File: src/rtl/mos_half_adder_if.sv
// Operand/result bundle for the mos_half_adder block.
interface mos_half_adder_if;
    logic        bist_en;
    logic        a;
    logic        b;
    logic        in_valid;
    logic        sum;
    logic        cout;
    logic        out_valid;
    logic        a_mon;
    logic        b_mon;
    logic        err;
    logic [15:0] ops_cnt;

    modport master (
        output bist_en, a, b, in_valid,
        input  sum, cout, out_valid, a_mon, b_mon, err, ops_cnt
    );

    modport slave (
        input  bist_en, a, b, in_valid,
        output sum, cout, out_valid, a_mon, b_mon, err, ops_cnt
    );
endinterface

File: src/rtl/mos_half_adder.sv
// Registered NAND-network half adder with a toggle self-test source,
// a behavioural cross-checker and a saturating result counter.
module mos_half_adder #(
    parameter int A_HALF_PERIOD = 10,
    parameter int B_HALF_PERIOD = 20
) (
    input logic             clk,
    input logic             rst,
    mos_half_adder_if.slave bus
);
    localparam int A_CW = (A_HALF_PERIOD > 1) ? $clog2(A_HALF_PERIOD) : 1;
    localparam int B_CW = (B_HALF_PERIOD > 1) ? $clog2(B_HALF_PERIOD) : 1;

    function automatic logic [15:0] sat_inc(input logic [15:0] v);
        sat_inc = (v == 16'hFFFF) ? v : v + 16'd1;
    endfunction

    logic [A_CW-1:0] a_cnt;
    logic [B_CW-1:0] b_cnt;
    logic            a_gen;
    logic            b_gen;

    logic a_p0, b_p0, vld_p0;
    logic w2, w4, w5, w7, w9;
    logic sum_p0, cout_p0, mismatch_p0;

    logic        sum_p1, cout_p1, a_mon_p1, b_mon_p1, vld_p1, err_p1;
    logic [15:0] ops_cnt_p1;

    // Self-test generator; held at phase 0 whenever the self-test is off
    always_ff @(posedge clk) begin
        if (rst || !bus.bist_en) begin
            a_cnt <= '0;
            b_cnt <= '0;
            a_gen <= 1'b0;
            b_gen <= 1'b0;
        end else begin
            if (a_cnt == A_CW'(A_HALF_PERIOD - 1)) begin
                a_cnt <= '0;
                a_gen <= ~a_gen;
            end else begin
                a_cnt <= a_cnt + A_CW'(1);
            end
            if (b_cnt == B_CW'(B_HALF_PERIOD - 1)) begin
                b_cnt <= '0;
                b_gen <= ~b_gen;
            end else begin
                b_cnt <= b_cnt + B_CW'(1);
            end
        end
    end

    // Stage p0: operand select, gate network and behavioural reference
    always_comb begin
        a_p0   = bus.bist_en ? a_gen : bus.a;
        b_p0   = bus.bist_en ? b_gen : bus.b;
        vld_p0 = bus.bist_en | bus.in_valid;

        w2      = ~a_p0;
        w5      = ~b_p0;
        w4      = ~(w2 & b_p0);
        w7      = ~(w5 & a_p0);
        sum_p0  = ~(w4 & w7);
        w9      = ~(a_p0 & b_p0);
        cout_p0 = ~w9;

        mismatch_p0 = (sum_p0 != (a_p0 ^ b_p0)) || (cout_p0 != (a_p0 & b_p0));
    end

    // Stage p1: registered results; payload holds on invalid cycles
    always_ff @(posedge clk) begin
        if (rst) begin
            sum_p1     <= 1'b0;
            cout_p1    <= 1'b0;
            a_mon_p1   <= 1'b0;
            b_mon_p1   <= 1'b0;
            vld_p1     <= 1'b0;
            err_p1     <= 1'b0;
            ops_cnt_p1 <= '0;
        end else begin
            vld_p1 <= vld_p0;
            if (vld_p0) begin
                sum_p1     <= sum_p0;
                cout_p1    <= cout_p0;
                a_mon_p1   <= a_p0;
                b_mon_p1   <= b_p0;
                ops_cnt_p1 <= sat_inc(ops_cnt_p1);
                if (mismatch_p0)
                    err_p1 <= 1'b1;
            end
        end
    end

    assign bus.sum       = sum_p1;
    assign bus.cout      = cout_p1;
    assign bus.a_mon     = a_mon_p1;
    assign bus.b_mon     = b_mon_p1;
    assign bus.out_valid = vld_p1;
    assign bus.err       = err_p1;
    assign bus.ops_cnt   = ops_cnt_p1;
endmodule

File: src/flat_wrapper.sv
// flat-port wrapper written by rule: the top's interface ports become plain ports
module mos_half_adder_flat 
#(
    parameter int A_HALF_PERIOD = 10,
    parameter int B_HALF_PERIOD = 20
)
  (clk, rst, bus_bist_en, bus_a, bus_b, bus_in_valid, bus_sum, bus_cout, bus_out_valid, bus_a_mon, bus_b_mon, bus_err, bus_ops_cnt);
  mos_half_adder_if bus_i ();
  input logic clk;
  input logic rst;
  input wire logic [$bits(bus_i.bist_en)-1:0] bus_bist_en;
  input wire logic [$bits(bus_i.a)-1:0] bus_a;
  input wire logic [$bits(bus_i.b)-1:0] bus_b;
  input wire logic [$bits(bus_i.in_valid)-1:0] bus_in_valid;
  output wire logic [$bits(bus_i.sum)-1:0] bus_sum;
  output wire logic [$bits(bus_i.cout)-1:0] bus_cout;
  output wire logic [$bits(bus_i.out_valid)-1:0] bus_out_valid;
  output wire logic [$bits(bus_i.a_mon)-1:0] bus_a_mon;
  output wire logic [$bits(bus_i.b_mon)-1:0] bus_b_mon;
  output wire logic [$bits(bus_i.err)-1:0] bus_err;
  output wire logic [$bits(bus_i.ops_cnt)-1:0] bus_ops_cnt;
  assign bus_i.bist_en = bus_bist_en;
  assign bus_i.a = bus_a;
  assign bus_i.b = bus_b;
  assign bus_i.in_valid = bus_in_valid;
  assign bus_sum = bus_i.sum;
  assign bus_cout = bus_i.cout;
  assign bus_out_valid = bus_i.out_valid;
  assign bus_a_mon = bus_i.a_mon;
  assign bus_b_mon = bus_i.b_mon;
  assign bus_err = bus_i.err;
  assign bus_ops_cnt = bus_i.ops_cnt;
  mos_half_adder #(.A_HALF_PERIOD(A_HALF_PERIOD), .B_HALF_PERIOD(B_HALF_PERIOD)) u_core (.clk(clk), .rst(rst), .bus(bus_i));
endmodule
File: config.mk
export PLATFORM = sky130hd
export DESIGN_NAME = mos_half_adder_flat
export DESIGN_NICKNAME = d
export VERILOG_FILES = /design/src/rtl/mos_half_adder_if.sv /design/src/rtl/mos_half_adder.sv /design/src/flat_wrapper.sv
export SDC_FILE = /design/constraint.sdc
export NUM_CORES = 1
export LEC_CHECK = 0
export CORE_UTILIZATION = 26
export CTS_BUF_LIST = sky130_fd_sc_hd__clkbuf_8 sky130_fd_sc_hd__clkbuf_16
export CTS_CLUSTER_DIAMETER = 80
export DETAILED_ROUTE_END_ITERATION = 12
export PLACE_DENSITY = 0.56
export SYNTH_ARGS = -nofsm -noshare
export SYNTH_HDL_FRONTEND = slang
export SYNTH_SLANG_ARGS = --single-unit
File: constraint.sdc
create_clock -name clk -period 3.5 [get_ports clk]
set_input_delay 0.35 -clock clk [delete_from_list [all_inputs] [get_ports clk]]
set_output_delay 0.35 -clock clk [all_outputs]
set_load 0.02 [all_outputs]
==> results by group, run 1 <==
Global route
  – Vias in the first global route: ~1200
  – Total track usage: 0.115
  – Grt ovf: 0
  – First-pass GRT wire length: 5490 um
  – Largest net degree at the start of global routing: 20
  – Initial antenna violation count: 0

Timing
  – Final Max Tran Viols: 0
  – Final count of hold timing violations: 0
  – Setup TNS: 0 ns
  – Final setup fails: 0
  – Relative slew slack: 0.327
  – Crit share post-route: 0.596
  – Worst Max-Slew Pin Slew: 1.01 ns
  – Clock Skew: 0.00547 ns
  – RSZ-0062 raised after global routing: no
  – Clock period minus worst slack: 2.09 ns
  – Maximum clock rate: approximately 480 MHz

Clock tree
  – CTS tree: built
  – Hold buffers post-CTS: 0
  – Postcts setup bufs: 0
  – # resized after CTS: 0
  – CTS root buf: clkbuf_8
  – CTS Buf Count: 5
  – Clock latency on the worst-skew pair: 0.28 ns
  – Htree depth: 2
  – CTS sink cnt: 32
  – Clock-pin slew on the worst setup and hold paths: 0.07 ns
  – Buffer depth of the longest clock path: 2

Synthesis
  – Post-synth EDFFs: 0
  – Synth Instances: 171
  – Warnings, synthesis: 0
  – Sequential area share after synthesis: 0.419
  – Post-synth top area share: 0.419
  – Synth area leader: dfxtp_1
  – Mapped Area: 1530 sq um
  – Top cells by instance count after synthesis: 32 x dfxtp_1, 23 x nor2_1, 14 x a21oi_1
  – Synthesized Nets: between 150 and 200
  – Async S/R FF share, synth: 0
  – Yosys cell types: 46
  – Avg Cell Area, Syn: about 9 sq um
  – Synthesized flop and latch total: 32
  – Most frequent cell after synthesis: dfxtp_1
  – Synth top area cells: dfxtp_1 42%, nor2_1 5.7%, a21oi_1 4.6%, ha_1 4.1%, mux2_2 2.9%
  – Primary FF master, synth: dfxtp_1

Detailed routing
  – Routed len/inst: about 12 um
  – Pre-antenna DRT Iters: 4
  – Via density: 4.67
  – Vias: between 1000 and 1500
  – Post-route antenna net violation count: 0
  – Post-Route WL: 3190 um
  – # DRC: 0
  – Starting DRT DRC Count: 59

Setup path
  – Crit path kind: reg2reg
  – CP Data Arrival Time: 2.26 ns
  – CP Capture Type: register
  – Critical Path RT: 3.68 ns
  – Max Fanout on Critical Path: 19
  – CP Launch Type: register

Die
  – Die height: ~80 um
  – Row count: 27
  – # IOs: 28
  – Die footprint: 6190 sq um
  – Initial Utilization: 0.274
  – Core area: 5570 sq um
  – Die width: 78.7 um

Pwr
  – Leakage: 0.692 nW
  – VDD IR max: 0.154 mV
  – Total power: 0.000789 W
  – PwrDens: around 400 nW/um^2

Final layout
  – Seq. cell area: about 640 sq um
  – Multi-input logic area: 823 sq um
  – Share of cells above drive strength 1: 0.116
  – Filler cell count: between 500 and 600
  – Nets@finish: 208
  – Area Growth Syn to Fin: 27.8%
  – ANT cells: 0

Job
  – Total of max-cap violations: 0

Placed design
  – Post-DP HPWL: 2350 um
  – Gpl congestion: 0.757
  – I/O Buffers: 26

Outcome
  – Status: completed

Hold path
  – Min-Delay Path Class: reg2reg
[metrics by stage]
| step | setup WS [ns] | hold slack, ns | cells | utilization | instance area (sq um) |
|---|---|---|---|---|---|
| 6_report | 1.41 | 0.452 | 270 | 0.350 | 1950 |
| 4_1_cts | 1.38 | 0.456 | 270 | 0.350 | 1950 |
| 5_1_grt | 1.23 | 0.485 | 270 | 0.350 | 1950 |
| 3_5_place_dp | 1.22 | 0.441 | 262 | 0.330 | 1840 |
| 2_1_floorplan | 1.70 | 0.417 | 171 | - | 1530 |
| 3_3_place_gp | 1.26 | 0.431 | 262 | 0.330 | 1840 |
[cells by family (layout without fill, tap and decap cells)]
kind of cell    count (synthesis)  count (layout)  synth area share
simple gates                   79              79             0.301
flops                          32              32             0.419
compound gates                 28              28             0.109
buf+inv                        13              40            0.0418
mux                             7               7            0.0508
xor+xnor                        6               6            0.0344
fa+ha+maj                       5               5            0.0410
other cells                     1               1           0.00245
[power breakdown]
group / total [W] / switching (W) / internal (W)
clock network: 0.000351 / 0.000141 / 0.000210
registers: 0.000380 / 0.00000724 / 0.000373
logic: 0.0000584 / 0.0000317 / 0.0000267
[per-layer routing]
metal / global-route usage / share of wire
met1: 0.133 / 0.48
met2: 0.188 / 0.46
met3: 0.0349 / 0.036
met4: 0.0611 / 0.023
met5: 0 / 0
[cell type report]
| cell class | instances | share of cell area |
|---|---|---|
| clock inverter | 3 | 0.0218 |
| multi-input combinational | 126 | 0.422 |
| tap | 72 | 0.0462 |
| inverter | 5 | 0.00962 |
| clock buffer | 5 | 0.0353 |
| sequential | 32 | 0.328 |
| timing repair buffer | 27 | 0.137 |
[critical path, stage by stage, from the launching register on]
cell	delay, ns
dfxtp_1	0.40
ha_1	0.21
nand3_1	0.16
nor4_4	0.75
nor4_1	0.12
mux2_1	0.35
[path summary, 6_finish.rpt]
kind / start / endpoint / slack, ns / cells past startpoint
worst min register to register: u_core.b_cnt[0] / u_core.b_cnt[0] / 0.45 / 1
worst max register to register: u_core.bus.ops_cnt[0] / u_core.bus.ops_cnt[11] / 1.41 / 5
worst min-delay path: u_core.b_cnt[0] / u_core.b_cnt[0] / 0.45 / 1
worst max-delay path: u_core.bus.ops_cnt[0] / u_core.bus.ops_cnt[11] / 1.41 / 5
[state kept, by name, indices dropped and copies added (netlist names)]
name / cells
u_core.b_cnt: 5
u_core.a_cnt: 4
u_core.bus.ops_cnt: 16
u_core.b_gen: 1
u_core.bus.a_mon: 1
u_core.bus.sum: 1
u_core.bus.out_valid: 1
u_core.a_gen: 1
u_core.bus.cout: 1
u_core.bus.b_mon: 1
[cell usage in the layout (no fill, tap or decap), types with 6 or more instances in the layout]
| master | n |
|---|---|
| dfxtp_1 | 32 |
| clkdlybuf4s50_1 | 26 |
| nor2_1 | 23 |
| a21oi_1 | 14 |
| nand3_1 | 8 |
| nand2_1 | 7 |
| nor3_1 | 6 |
Note: power is estimated with default switching activity, not from simulation.
==> run 2: changes to the inputs <==
--- a/config.mk
+++ b/config.mk
@@ -9,7 +9,7 @@
 export CTS_BUF_LIST = sky130_fd_sc_hd__clkbuf_8 sky130_fd_sc_hd__clkbuf_16
 export CTS_CLUSTER_DIAMETER = 80
 export DETAILED_ROUTE_END_ITERATION = 12
-export PLACE_DENSITY = 0.56
+export PLACE_DENSITY = 0.58
 export SYNTH_ARGS = -nofsm -noshare
 export SYNTH_HDL_FRONTEND = slang
 export SYNTH_SLANG_ARGS = --single-unit
==> constraint.sdc (replaced) <==
create_clock -name clk -period 1.9 [get_ports clk]
set_input_delay 0.19 -clock clk [delete_from_list [all_inputs] [get_ports clk]]
set_output_delay 0.19 -clock clk [all_outputs]
set_load 0.02 [all_outputs]
==> results by group, run 2 (synthesized netlist as in run 1, its figures left out) <==
Outcome
  – Status: completed

Detailed routing
  – Top Layer Used: met4
  – # DRC: 0
  – Post-Route WL: 3350 um
  – Starting DRT DRC Count: 79
  – Met2 wire len: 1360 um
  – Pre-antenna DRT Iters: 4
  – Vias: 1325
  – Routed len/inst: 11.7 um
  – Via density: 4.65
  – M1 wire length: 1780 um
  – Post-route antenna net violation count: 0
  – Met3 WL: about 140 um

Clock tree
  – Postcts setup bufs: 0
  – Buffer depth of the longest clock path: 2
  – Hold buffers post-CTS: 0
  – CTS root buf: clkbuf_8
  – CTS Buf Count: 5
  – # resized after CTS: 0
  – CTS sink cnt: 32
  – Clock-pin slew on the worst setup and hold paths: about 0.070 ns
  – CTS tree: built
  – Clock latency on the worst-skew pair: between 0.2 and 0.3 ns
  – Htree depth: 2

Setup path
  – RR Endpoint: u_core.bus.ops_cnt[4]
  – CP Capture Type: register
  – Slowest cell on crit path: or4_2
  – CP Data Arrival Time: just under 2 ns
  – Largest stage delay, worst path: 0.54 ns
  – Critical Path RT: 2.12 ns
  – Crit path kind: reg2reg
  – Max Fanout on Critical Path: 12
  – Delay-heaviest family, CP: simple AND/OR/NAND/NOR gates
  – CP Launch Type: register
  – CP Buf/Inv Count: 1
  – R2R depth: 6
  – Worst r2r src: u_core.bus.ops_cnt[0]
  – CP cell instances: ha_1, nand3_1, nor4_4, buf_4, or4_2, a21oi_1
  – Setup slack, reg-to-reg: roughly 0.16 ns

Global route
  – Largest net degree at the start of global routing: 14
  – First-pass GRT wire length: between 5000 and 6000 um
  – Total track usage: 0.125
  – Vias in the first global route: 1242
  – Grt ovf: 0
  – Initial antenna violation count: 0

Die
  – Initial Utilization: 0.274
  – # IOs: 28
  – Core area: 5570 sq um
  – Die height: 78.7 um
  – Die footprint: 6190 sq um
  – Die width: slightly below 80 um
  – Row count: 27

Final layout
  – Filler cell count: 580
  – Most frequent cells in the layout: 32 x dfxtp_1, 26 x clkdlybuf4s50_1, 23 x nor2_1, 16 x buf_4, 14 x a21oi_1
  – Area Growth Syn to Fin: 33.9%
  – Final core area utilization: 0.367
  – Non-Filler Instances: 285
  – Largest register FFs: 16
  – Most common cell after layout, fill and taps aside: dfxtp_1
  – Nets@finish: 223
  – ANT cells: 0
  – Share of cells above drive strength 1: 0.178

Hold path
  – Worst Hold Endpoint: u_core.b_cnt[0]
  – Hold depth: 1
  – Min-Delay Path Class: reg2reg
  – Worst Hold Launch: u_core.b_cnt[0]

Timing
  – Setup TNS: 0 ns
  – Final count of hold timing violations: 0
  – Relative slew slack: 0.666
  – Crit share post-route: 0.915
  – Final setup fails: 0
  – Clock Skew: ~0.0051 ns
  – Clock period minus worst slack: 1.74 ns
  – RSZ-0062 raised after global routing: no
  – Maximum clock rate: 575 MHz
  – Worst Max-Slew Pin Slew: 0.499 ns
  – Final Max Tran Viols: 0

Pwr
  – VDD IR max: 0.329 mV
  – Leakage: 0.765 nW
  – PwrDens: about 670 nW/um^2

Placed design
  – Gpl congestion: 0.751
  – I/O Buffers: 26
  – Post-DP HPWL: around 2500 um
  – Placed insts: 277

Job
  – Total of max-cap violations: 0
==> run 2: worst max-delay path by stage <==
| stage | from | end | depth (start not counted) | slack (ns) |
|---|---|---|---|---|
| 2_1_floorplan | u_core.bus.ops_cnt[0] | u_core.bus.ops_cnt[14] | 5 | 0.1 |
| 3_3_place_gp | bus_bist_en | u_core.bus.ops_cnt[12] | 5 | 0.09 |
| 3_5_place_dp | bus_bist_en | u_core.bus.ops_cnt[12] | 5 | 0.06 |
| 4_1_cts | u_core.bus.ops_cnt[0] | u_core.bus.ops_cnt[0] | 7 | 0.12 |
| 5_1_grt | u_core.bus.ops_cnt[13] | u_core.bus.ops_cnt[0] | 6 | 0.04 |
| 6_report | u_core.bus.ops_cnt[0] | u_core.bus.ops_cnt[4] | 6 | 0.16 |
==> run 2: power by group <==
group          switching (W)  internal [W]
clock               0.000251      0.000289
sequential        0.00000981      0.000686
combinational      0.0000661     0.0000626
total               0.000327       0.00104
==> run 2: through the flow <==
step | cell area [sq um] | worst slack (ns) | hold WS [ns] | total power, W
after floorplan | 1530 | 0.0998 | 0.414 | 0.000778
after global placement | 1950 | 0.0857 | 0.430 | 0.000839
after detailed placement | 1950 | 0.0630 | 0.447 | 0.000841
after CTS | 2050 | 0.117 | 0.456 | 0.00138
after global routing | 2050 | 0.0407 | 0.479 | 0.00142
final | 2050 | 0.162 | 0.451 | 0.00136
==> run 2: area by class of cell <==
| type | count | area [sq um] | share of cell area |
|---|---|---|---|
| Clock buffer | 6 | 82.6 | 0.0404 |
| Inverter | 5 | 18.8 | 0.00917 |
| Sequential cell | 32 | 641 | 0.313 |
| Tap cell | 72 | 90.1 | 0.0440 |
| Clock inverter | 2 | 10.0 | 0.00489 |
| Timing Repair Buffer | 42 | 380 | 0.186 |
| Multi-Input combinational cell | 126 | 823 | 0.402 |
==> run 2: layer usage <==
layer	track usage	up-vias
met1	0.164	598
met4	0.0704	0
li1	-	691
met2	0.177	30
met3	0.0384	6
met5	0	-
==> run 2: worst register-to-register path, delay by kind of cell (launching register included) <==
kind                     cells  cell delay, ns
AO/OA/AOI/OAI                1            0.15
adder cells (fa/ha/maj)      1            0.22
buffers and inverters        1            0.18
flip-flops                   1            0.31
AND/OR/NAND/NOR              3            0.82
==> run 3: changes to the inputs <==
--- a/config.mk
+++ b/config.mk
@@ -8,6 +8,7 @@
 export CORE_UTILIZATION = 26
 export CTS_BUF_LIST = sky130_fd_sc_hd__clkbuf_8 sky130_fd_sc_hd__clkbuf_16
 export CTS_CLUSTER_DIAMETER = 80
+export CTS_CLUSTER_SIZE = 10
 export DETAILED_ROUTE_END_ITERATION = 12
 export PLACE_DENSITY = 0.58
 export SYNTH_ARGS = -nofsm -noshare
==> results of run 3 <==
The final DEF is identical to that of run 2; final timing and power are the same.
